--- src/rtl/clock_divider_multi_if.sv ---
// Bundles the divider's run controls, config write port and divided outputs.
// master drives enables/config and observes outputs; slave is the divider itself.
interface clock_divider_multi_if #(
    parameter int unsigned NUM_CH = 4,
    parameter int unsigned CNT_W  = 24,
    parameter int unsigned CH_W   = (NUM_CH > 1) ? $clog2(NUM_CH) : 1
);
    logic [NUM_CH-1:0] ch_enable;
    logic              sync_restart;
    logic              cfg_we;
    logic [CH_W-1:0]   cfg_ch;
    logic [CNT_W-1:0]  cfg_div;
    logic              cfg_mode;
    logic [NUM_CH-1:0] slow_clock;
    logic [NUM_CH-1:0] tick;
    logic              cfg_err;

    modport master (
        output ch_enable, sync_restart, cfg_we, cfg_ch, cfg_div, cfg_mode,
        input  slow_clock, tick, cfg_err
    );

    modport slave (
        input  ch_enable, sync_restart, cfg_we, cfg_ch, cfg_div, cfg_mode,
        output slow_clock, tick, cfg_err
    );
endinterface

--- src/rtl/clock_divider_multi.sv ---
// Multi-channel programmable clock divider: per channel a divide ratio D, a
// toggle (50% clock, period 2D) or pulse (1-cycle high, period D) mode, and an enable.
module clock_divider_multi #(
    parameter int unsigned NUM_CH      = 4,
    parameter int unsigned CNT_W       = 24,
    parameter int unsigned DEFAULT_DIV = 31250,
    parameter int unsigned CH_W        = (NUM_CH > 1) ? $clog2(NUM_CH) : 1
) (
    input  logic                  clock,
    input  logic                  reset,
    clock_divider_multi_if.slave  bus
);
    logic [CNT_W-1:0]  div_q   [NUM_CH];
    logic [CNT_W-1:0]  div_d   [NUM_CH];
    logic [CNT_W-1:0]  count_q [NUM_CH];
    logic [CNT_W-1:0]  count_d [NUM_CH];
    logic [NUM_CH-1:0] mode_q, mode_d;
    logic [NUM_CH-1:0] slow_clock_q, slow_clock_d;
    logic [NUM_CH-1:0] tick_q, tick_d;
    logic              cfg_err_q, cfg_err_d;
    logic              cfg_valid;

    always_comb begin
        cfg_valid = bus.cfg_we && (32'(bus.cfg_ch) < NUM_CH) && (bus.cfg_div != '0);
        cfg_err_d = bus.cfg_we && !cfg_valid;
        for (int unsigned i = 0; i < NUM_CH; i++) begin
            div_d[i]        = div_q[i];
            mode_d[i]       = mode_q[i];
            count_d[i]      = count_q[i];
            slow_clock_d[i] = slow_clock_q[i];
            tick_d[i]       = 1'b0;
            // A valid write restarts its own channel; sync_restart restarts the rest.
            if (cfg_valid && (32'(bus.cfg_ch) == i)) begin
                div_d[i]        = bus.cfg_div;
                mode_d[i]       = bus.cfg_mode;
                count_d[i]      = '0;
                slow_clock_d[i] = 1'b0;
            end else if (bus.sync_restart) begin
                count_d[i]      = '0;
                slow_clock_d[i] = 1'b0;
            end else if (bus.ch_enable[i]) begin
                if (count_q[i] == div_q[i] - CNT_W'(1)) begin
                    count_d[i]      = '0;
                    tick_d[i]       = 1'b1;
                    slow_clock_d[i] = mode_q[i] ? 1'b1 : ~slow_clock_q[i];
                end else begin
                    count_d[i] = count_q[i] + CNT_W'(1);
                    if (mode_q[i]) begin
                        slow_clock_d[i] = 1'b0;
                    end
                end
            end
        end
    end

    always_ff @(posedge clock) begin
        if (reset) begin
            for (int unsigned i = 0; i < NUM_CH; i++) begin
                div_q[i]   <= CNT_W'(DEFAULT_DIV);
                count_q[i] <= '0;
            end
            mode_q       <= '0;
            slow_clock_q <= '0;
            tick_q       <= '0;
            cfg_err_q    <= 1'b0;
        end else begin
            for (int unsigned i = 0; i < NUM_CH; i++) begin
                div_q[i]   <= div_d[i];
                count_q[i] <= count_d[i];
            end
            mode_q       <= mode_d;
            slow_clock_q <= slow_clock_d;
            tick_q       <= tick_d;
            cfg_err_q    <= cfg_err_d;
        end
    end

    assign bus.slow_clock = slow_clock_q;
    assign bus.tick       = tick_q;
    assign bus.cfg_err    = cfg_err_q;
endmodule

--- src/flat_wrapper.sv ---
// flat-port wrapper written by rule: the top's interface ports become plain ports
module clock_divider_multi_flat 
#(
    parameter int unsigned NUM_CH      = 4,
    parameter int unsigned CNT_W       = 24,
    parameter int unsigned DEFAULT_DIV = 31250,
    parameter int unsigned CH_W        = (NUM_CH > 1) ? $clog2(NUM_CH) : 1
)
  (clock, reset, bus_ch_enable, bus_sync_restart, bus_cfg_we, bus_cfg_ch, bus_cfg_div, bus_cfg_mode, bus_slow_clock, bus_tick, bus_cfg_err);
  clock_divider_multi_if #(.NUM_CH(NUM_CH), .CNT_W(CNT_W), .CH_W(CH_W)) bus_i ();
  input  logic clock;
  input  logic reset;
  input wire logic [$bits(bus_i.ch_enable)-1:0] bus_ch_enable;
  input wire logic [$bits(bus_i.sync_restart)-1:0] bus_sync_restart;
  input wire logic [$bits(bus_i.cfg_we)-1:0] bus_cfg_we;
  input wire logic [$bits(bus_i.cfg_ch)-1:0] bus_cfg_ch;
  input wire logic [$bits(bus_i.cfg_div)-1:0] bus_cfg_div;
  input wire logic [$bits(bus_i.cfg_mode)-1:0] bus_cfg_mode;
  output wire logic [$bits(bus_i.slow_clock)-1:0] bus_slow_clock;
  output wire logic [$bits(bus_i.tick)-1:0] bus_tick;
  output wire logic [$bits(bus_i.cfg_err)-1:0] bus_cfg_err;
  assign bus_i.ch_enable = bus_ch_enable;
  assign bus_i.sync_restart = bus_sync_restart;
  assign bus_i.cfg_we = bus_cfg_we;
  assign bus_i.cfg_ch = bus_cfg_ch;
  assign bus_i.cfg_div = bus_cfg_div;
  assign bus_i.cfg_mode = bus_cfg_mode;
  assign bus_slow_clock = bus_i.slow_clock;
  assign bus_tick = bus_i.tick;
  assign bus_cfg_err = bus_i.cfg_err;
  clock_divider_multi #(.NUM_CH(NUM_CH), .CNT_W(CNT_W), .DEFAULT_DIV(DEFAULT_DIV), .CH_W(CH_W)) u_core (.clock(clock), .reset(reset), .bus(bus_i));
endmodule
--- config.mk ---
export PLATFORM = sky130hd
export DESIGN_NAME = clock_divider_multi_flat
export DESIGN_NICKNAME = d
export VERILOG_FILES = /design/src/rtl/clock_divider_multi_if.sv /design/src/rtl/clock_divider_multi.sv /design/src/flat_wrapper.sv
export SDC_FILE = /design/constraint.sdc
export NUM_CORES = 1
export LEC_CHECK = 0
export ABC_AREA = 1
export CAP_MARGIN = 10
export CELL_PAD_IN_SITES_DETAIL_PLACEMENT = 0
export CELL_PAD_IN_SITES_GLOBAL_PLACEMENT = 1
export CORE_ASPECT_RATIO = 0.7
export CORE_MARGIN = 1
export CORE_UTILIZATION = 25
export DETAILED_ROUTE_END_ITERATION = 7
export HOLD_SLACK_MARGIN = 0.12
export PLACE_DENSITY = 0.62
export SYNTH_ARGS = -nofsm -noshare
export SYNTH_HDL_FRONTEND = slang
export SYNTH_SLANG_ARGS = --single-unit
--- constraint.sdc ---
create_clock -name clock -period 5.3 [get_ports clock]
set_clock_uncertainty 0.15 [all_clocks]
set_input_delay 1.06 -clock clock [delete_from_list [all_inputs] [get_ports clock]]
set_output_delay 1.06 -clock clock [all_outputs]
set_load 0.005 [all_outputs]
==> summary.md <==
| Metric | Value |
|---|---|
| Worst slew pin tran | `894 ps` |
| DR iter-0 viols | `904` |
| Total routed wirelength | `41.5 mm` |
| Avg Inst Size Synth | `6.40 um2` |
| Wire per inst | `15.4 um` |
| Root buffer cell | `clkbuf_16` |
| Area leader, netlist | `dfxtp_1` |
| CP Data Arrival Time | `3850 ps` |
| Core area | `0.0498 mm2` |
| Post-synthesis cell type count | `43` |
| Fin crit period | `3570 ps` |
| Met3 WL post-DR | `1.93 mm` |
| Ranking of synthesized cells by area | `dfxtp_1 (32%), nand2_1 (16%), nor2_1 (8.4%)` |
| Drt drc | `0` |
| Post-layout util | `29.3%` |
| Ant diodes | `0` |
| Met2 Wirelength | `16.0 mm` |
| # rows | `68` |
| Final period util | `67.4%` |
| Routability cong. | `0.852` |
| Worst Path Max Fanout | `23` |
| Starting Density | `25.6%` |
| Max-Cap Viols | `0` |
| Worst slew margin | `39.8%` |
| Initial DRT Pass Iterations | `5` |
| Setup TNS | `0 ps` |
| DR vias | `12,199` |
| Via density | `4.51` |
| Synth Cell Area | `0.0127 mm2` |
| EDFF count, synth | `0` |
| Die width | `272 um` |
| Post-cts sizing count | `0` |
| Fin. Hold Viols | `0` |
| Achievable Freq | `280 MHz` |
| Top sig layer | `met4` |
| Storage cell area | `0.00410 mm2` |
| Final setup viols | `0` |
| Count leader, synth | `nand2_1` |
| Initial antenna violation count | `0` |
| Status | `complete, no violations` |
| Cells after Synth | `1,992` |
| Clk pwr share | `45.3%` |
| Count of pins over their slew limit | `0` |
| Clock Latency Late Sink | `530 ps` |
| Commonest register cell after synthesis | `dfxtp_1` |
| CTS max path bufs | `3` |
| Startpoint Class | `input pin` |
| Power per cell area | `253 mW/mm2` |
| Filler cells | `5,558` |
| Multi-input logic area | `0.00746 mm2` |
| Asr flop ratio synth | `0%` |
| Antenna viol nets, final | `0` |
| Total track usage | `16.1%` |
| CTS tree | `done` |
| Worst slack, placed | `1180 ps` |
| Most frequent cells after synthesis | `nand2_1 (532), nor2_1 (284), inv_1 (244)` |
| CTS H-tree lvls | `1` |
| First-pass GRT wire length | `65.7 mm` |
| Total grt overflow | `0` |
| Vias in the first global route | `11,279` |
| Port Buf Inserts | `43` |
| CTS Hold Bufs | `0` |
| Internal power | `2.67 mW` |
| Die Span Y | `191 um` |
| Final WS setup | `1730 ps` |
| # clock sinks | `205` |
| Postcts setup bufs | `0` |
| Fin nets | `2,064` |
| Syn nets | `2,035` |
| Largest net degree at the start of global routing | `46` |
| Critical path class | `in -> reg` |
| Seq pwr share | `44.3%` |
| Clk slew on worst S/H paths | `60 ps` |
| Share of cells above drive strength 1 | `6.28%` |
| Combinational share of power | `10.4%` |
| Worst hold path type | `reg -> reg` |
| Number of top-level pins | `44` |
| Seq/Total Area, Yosys | `32.2%` |
| Psw | `1.02 mW` |
| Seq cells post-synth | `205` |
| Worst IR drop on VDD | `228 uV` |
| Die area | `0.0519 mm2` |
| Metal-1 WL | `23.0 mm` |
| CTS Buf Count | `23` |
| CP Capture Type | `flop` |
| Synth top area share | `32.2%` |
| Sw frac | `27.6%` |
| RSZ-0062 raised after global routing | `no` |
| Area growth syn-to-layout | `14.3%` |
| Leak | `5.76 nW` |
| YS warnings | `0` |
| Data required, critical path | `5580 ps` |
| Dpl hpwl | `32.6 mm` |
-- routing by layer --
metal	vias to the layer above	global-route usage, %
li1	6371	-
met1	5587	25.7
met2	207	22.5
met3	34	2.29
met4	0	2.77
met5	-	0
-- cells in the final DEF (no fill, tap or decap), types with 23 or more instances in the layout --
master	netlist	layout
a21oi_1	105	105
clkbuf_16	0	23
clkdlybuf4s50_1	0	43
dfxtp_1	205	205
inv_1	244	243
nand2_1	532	532
nand3_1	138	138
nand4_1	33	33
nor2_1	284	284
nor2_2	26	26
nor3_1	47	47
o21ai_0	78	78
xnor2_1	36	36
xor2_1	98	98
-- worst paths after layout --
check	endpoint	depth (start not counted)	slack, ps	startpoint
min	u_core.mode_q[0]	2	320	u_core.mode_q[0]
min reg2reg	u_core.mode_q[0]	2	320	u_core.mode_q[0]
max	u_core.count_q[1][21]	12	1730	bus_cfg_div[3]
max reg2reg	u_core.count_q[3][2]	12	2230	u_core.div_q[0][73]
-- area by class of cell --
| class | count | area share, % |
|---|---|---|
| multi-input combinational | 1493 | 51.2 |
| sequential | 205 | 28.2 |
| clock buffer | 30 | 4.47 |
| tap | 665 | 5.71 |
| timing repair buffer | 49 | 3.26 |
| clock inverter | 11 | 0.790 |
| inverter | 249 | 6.41 |
-- stage by stage --
step	hold WS [ps]	power, mW	area, um2	std cells
floorplan	274	1.91	12700	1992
global placement	292	2.05	13800	2661
detailed placement	314	2.05	13800	2661
CTS	321	3.73	14600	2702
global route	352	3.86	14600	2702
finish	321	3.69	14600	2702
-- cells by family (layout without fill, tap and decap cells) --
family / after synthesis / in the layout / share of synthesized area, %
simple gates: 1146 / 1146 / 40.1
buf+inv: 294 / 339 / 9.27
compound gates: 205 / 205 / 8.40
flops: 205 / 205 / 32.2
xor+xnor: 134 / 134 / 9.21
fa+ha+maj: 8 / 8 / 0.786
-- power groups by stage --
stage	sequential (mW)	clock, mW	combinational (mW)
floorplan	1.65	0	0.261
global placement	1.67	0	0.382
detailed placement	1.67	0	0.382
CTS	1.63	1.71	0.385
global route	1.64	1.79	0.435
finish	1.63	1.67	0.385
-- state kept, by name, summed over array words and instances (netlist names) --
signal,cells
u_core.count_q,96
u_core.div_q,96
u_core.bus.slow_clock,4
u_core.bus.tick,4
u_core.mode_q,4
u_core.bus.cfg_err,1
-- critical path, cell delays in order --
cell and delay [ps]:
clkdlybuf4s50_1 650, nor4_1 260, nand2_1 90, nor2_1 100
nand3_1 90, nand2_1 80, inv_1 70, nand3_1 550
nand2_1 250, inv_1 120, nand2_2 270, nor3_1 260
(Power assumes the default switching activity.)
==> RTL edit 1 (same settings) <==
`NUM_CH` is set to 4 in 3 places; all go to 8.
--- a/src/rtl/clock_divider_multi_if.sv
+++ b/src/rtl/clock_divider_multi_if.sv
@@ -2,5 +2,5 @@
 // master drives enables/config and observes outputs; slave is the divider itself.
 interface clock_divider_multi_if #(
-    parameter int unsigned NUM_CH = 4,
+    parameter int unsigned NUM_CH = 8,
     parameter int unsigned CNT_W  = 24,
     parameter int unsigned CH_W   = (NUM_CH > 1) ? $clog2(NUM_CH) : 1
--- a/src/rtl/clock_divider_multi.sv
+++ b/src/rtl/clock_divider_multi.sv
@@ -2,5 +2,5 @@
 // toggle (50% clock, period 2D) or pulse (1-cycle high, period D) mode, and an enable.
 module clock_divider_multi #(
-    parameter int unsigned NUM_CH      = 4,
+    parameter int unsigned NUM_CH      = 8,
     parameter int unsigned CNT_W       = 24,
     parameter int unsigned DEFAULT_DIV = 31250,
--- a/src/flat_wrapper.sv
+++ b/src/flat_wrapper.sv
@@ -2,5 +2,5 @@
 module clock_divider_multi_flat 
 #(
-    parameter int unsigned NUM_CH      = 4,
+    parameter int unsigned NUM_CH      = 8,
     parameter int unsigned CNT_W       = 24,
     parameter int unsigned DEFAULT_DIV = 31250,
Ports: changed (resized bus_cfg_ch, bus_ch_enable, bus_slow_clock and bus_tick); port bits go from 44 to 57. The function was not compared with the original's and may differ.
==> RTL edit 1 against the original RTL <==
- global-route usage grew 0.77 points
- highest routed layer unchanged
- via count is 100% higher
- power up 98%
- worst setup slack got worse by 0.36 ns
- critical endpoint is now u_core.count_q[0][60]
- utilization down 0.64 points
- wire length is 120% higher
- synthesized area increased by 100%
- sequential cell count grew 204
- non-clock buffer count grew 40
- sequential share of layout area is 0.14 points lower
- clock power up 110%
- sequential power increased by 97%
- cell area is 100% higher
==> RTL edit 1: results <==
{
  "r2r-start": "u_core.div_q[0][145]",
  "vias": 24614,
  "wl_um": 89300,
  "clkLatencyLatePin_ns": 0.60,
  "antenna_found_initial": 7,
  "startpoint": "bus_cfg_div[1]",
  "viasPerCell": 4.55,
  "synth-compound-area-share_pct": 8.18,
  "nFillCells": 11409,
  "path_max_fanout": 39,
  "synth-xor-area-share_pct": 9.68,
  "grt_use_met1_pct": 29.0,
  "dp_hpwl_um": 67900,
  "r2r_cells": 15,
  "gr-usage-met2_pct": 21.1,
  "drive_above_1_share_pct": 6.84,
  "status": "finished clean",
  "grt_pass1_wl_um": 137000,
  "wl_met1_um": 50700,
  "tightest_slew_ns": 1.07,
  "pre_cts_slack_ns": 0.795,
  "power_switching_mw": 1.95,
  "timing.hold.ws_ns": 0.310,
  "power_frac_seq_pct": 43.8,
  "cp_slowest_stage_delay_ns": 0.68,
  "grt_pass1_vias": 22056,
  "r2r_setup_slack_ns": 1.75,
  "cts_buffers": 45,
  "htree_levels": 2,
  "final_util_pct": 28.6,
  "gp_congestion": 0.879,
  "seq_area_frac_synth_pct": 31.8,
  "largest_registers": "u_core.count_q x192, u_core.div_q x192",
  "portBuffers": 56
}
## RTL edit 1: changes by cell type after synthesis, sizes merged, moves of 52 or more
cell / before / now
nand2: 544 / 1076
nor2: 322 / 666
dfxtp: 205 / 409
inv: 248 / 445
nand3: 144 / 262
a21oi: 105 / 201
xor2: 98 / 191
o21ai: 82 / 160
nand4: 35 / 98
nor3: 62 / 118
xnor2: 36 / 88
## RTL edit 1: kinds of logic after synthesis
logic type / Yosys count
compound gates: 401
xor+xnor: 281
flops: 409
simple gates: 2326
buf+inv: 561
fa+ha+maj: 16
## RTL edit 1: layout make-up
| class | count | share of cell area (%) |
|---|---|---|
| clock buffers | 56 | 4.13 |
| repair buffers | 89 | 2.79 |
| diodes | 3 | 0.0257 |
| well taps | 1350 | 5.78 |
| inverters | 449 | 5.79 |
| multi-input cells | 3024 | 52.2 |
| flip-flops and latches | 409 | 28.0 |
| clock inverters | 24 | 1.25 |
==> RTL edit 2 (config.mk and constraints unchanged) <==
Without the edit above. `DEFAULT_DIV` is set to 31250 in 2 places; all go to 16384.
--- a/src/rtl/clock_divider_multi.sv
+++ b/src/rtl/clock_divider_multi.sv
@@ -4,5 +4,5 @@
     parameter int unsigned NUM_CH      = 4,
     parameter int unsigned CNT_W       = 24,
-    parameter int unsigned DEFAULT_DIV = 31250,
+    parameter int unsigned DEFAULT_DIV = 16384,
     parameter int unsigned CH_W        = (NUM_CH > 1) ? $clog2(NUM_CH) : 1
 ) (
--- a/src/flat_wrapper.sv
+++ b/src/flat_wrapper.sv
@@ -4,5 +4,5 @@
     parameter int unsigned NUM_CH      = 4,
     parameter int unsigned CNT_W       = 24,
-    parameter int unsigned DEFAULT_DIV = 31250,
+    parameter int unsigned DEFAULT_DIV = 16384,
     parameter int unsigned CH_W        = (NUM_CH > 1) ? $clog2(NUM_CH) : 1
 )
Behaviour: same outputs for any inputs over 4 cycles, from zero or initial values and one cycle with reset high; that may be too few to reach the edited logic, so the function may still have changed.
==> RTL edit 2 against the original RTL <==
- final cell count increased by 0.22%
- wire length is 1.7% lower
- worst setup slack better by 0.21 ns
- cell area rose by 0.25%
- power is 9.5% higher
- sequential cell count unchanged
- critical path depth is the same
- synthesized area fell by 0.17%
==> RTL edit 2: results <==
{
  "vdd_ir_drop_max_uv": 246,
  "dp_hpwl_um": 32300,
  "clkLatencyLatePin_ns": 0.55,
  "portBuffers": 43,
  "wl_met2_um": 15700,
  "relSlewSlack_pct": 54.1,
  "routed.top_layer": "met4",
  "status": "finished clean",
  "async_flop_share_pct": 0,
  "routed-wl-met3_um": 2360,
  "grt_pass1_wl_um": 64400,
  "min_from": "u_core.mode_q[1]",
  "seq_area_frac_synth_pct": 32.3,
  "r2r_cells": 11,
  "drive_above_1_share_pct": 6.36,
  "grt_use_total_pct": 15.7,
  "timing.hold.ws_ns": 0.321,
  "cts_buffers": 24,
  "crit_arrival_ns": 3.66,
  "synth_commonest_cells": "nand2_1 (502), nor2_1 (287), inv_1 (249)",
  "clkTransAtPathRegs_ns": 0.07,
  "gp_congestion": 0.878,
  "synthesis.nets": 2036,
  "avgRoutedWirePerCell_um": 15.1,
  "nFillCells": 5551,
  "ys.flop_type": "dfxtp_1",
  "grt_pass1_vias": 11455,
  "regToRegEndpoint": "u_core.count_q[1][23]",
  "r2r_setup_slack_ns": 2.31,
  "largest_registers": "u_core.count_q x96, u_core.div_q x96",
  "grt_max_degree": 47,
  "vias": 12234,
  "cp_slowest_stage_delay_ns": 0.62,
  "synth_area_leaders": "dfxtp_1 (32%), nand2_1 (15%), nor2_1 (8.5%), inv_1 (7.3%), xor2_1 (6.7%)",
  "p_leak_nw": 6.04,
  "n_antenna_cell": 0,
  "pre_cts_slack_ns": 1.41,
  "nets": 2070,
  "synth_seq_cells": 205,
  "min_delay_worst_endpoint": "u_core.mode_q[1]",
  "wl_met1_um": 22100,
  "synth_cell_types": 43,
  "yosysTopAreaCellShare_pct": 32.3,
  "r2r-start": "u_core.div_q[0][24]",
  "multiInputGateArea_mm2": 0.00741,
  "antenna_found_initial": 0,
  "worstHoldPathCells": 2,
  "pg_seq_mw": 1.63,
  "power_switching_mw": 1.22,
  "power_frac_comb_pct": 16.8,
  "first_iter_violations": 854,
  "placed_area_mm2": 0.0138
}
RTL edit 2: cell count changes after synthesis, moves of 3 or more:
| cell | before | now |
|---|---|---|
| a21oi_1 | 105 | 129 |
| inv_1 | 244 | 249 |
| nor2_1 | 284 | 287 |
| nand2_1 | 532 | 502 |
| nand3_1 | 138 | 132 |
| o211ai_1 | 13 | 0 |
| o21ai_0 | 78 | 99 |
RTL edit 2: cell type report:
class | instances | share of cell area (%)
sequential | 205 | 28.1
clock inverter | 10 | 0.908
multi-input combinational | 1488 | 50.7
clock buffer | 32 | 4.53
inverter | 255 | 6.57
tap | 665 | 5.70
timing repair buffer | 53 | 3.46
RTL edit 2: cells by family after synthesis:
group | Yosys count | synth area share [%]
simple gates | 1111 | 38.9
compound gates | 236 | 9.37
xor+xnor | 133 | 9.16
fa+ha+maj | 8 | 0.787
flops | 205 | 32.3
buf+inv | 300 | 9.48
RTL edit 2: per-layer routing:
metal / vias up / global-route usage, %
met3: 37 / 3.29
li1: 6400 / -
met2: 228 / 22.1
met4: 0 / 2.79
met1: 5569 / 24.2
met5: - / 0
RTL edit 2: how the worst max path moves through the flow:
stage | from | end | slack [ns] | cells past startpoint
floorplan | bus_ch_enable[0] | u_core.count_q[0][23] | 2.57 | 12
global placement | bus_cfg_div[13] | u_core.count_q[1][14] | 1.28 | 12
detailed placement | bus_cfg_div[13] | u_core.count_q[2][7] | 1.41 | 12
CTS | bus_cfg_div[13] | u_core.count_q[2][7] | 1.96 | 12
global route | bus_cfg_div[13] | u_core.count_q[1][10] | 1.68 | 12
finish | bus_cfg_div[4] | u_core.count_q[2][7] | 1.94 | 12
RTL edit 2: stage by stage:
stage	std cells	power [mW]
final	2708	4.04
after CTS	2708	4.09
after global routing	2708	4.25
after global placement	2666	2.33
after floorplan	1993	2.13
after detailed placement	2666	2.34
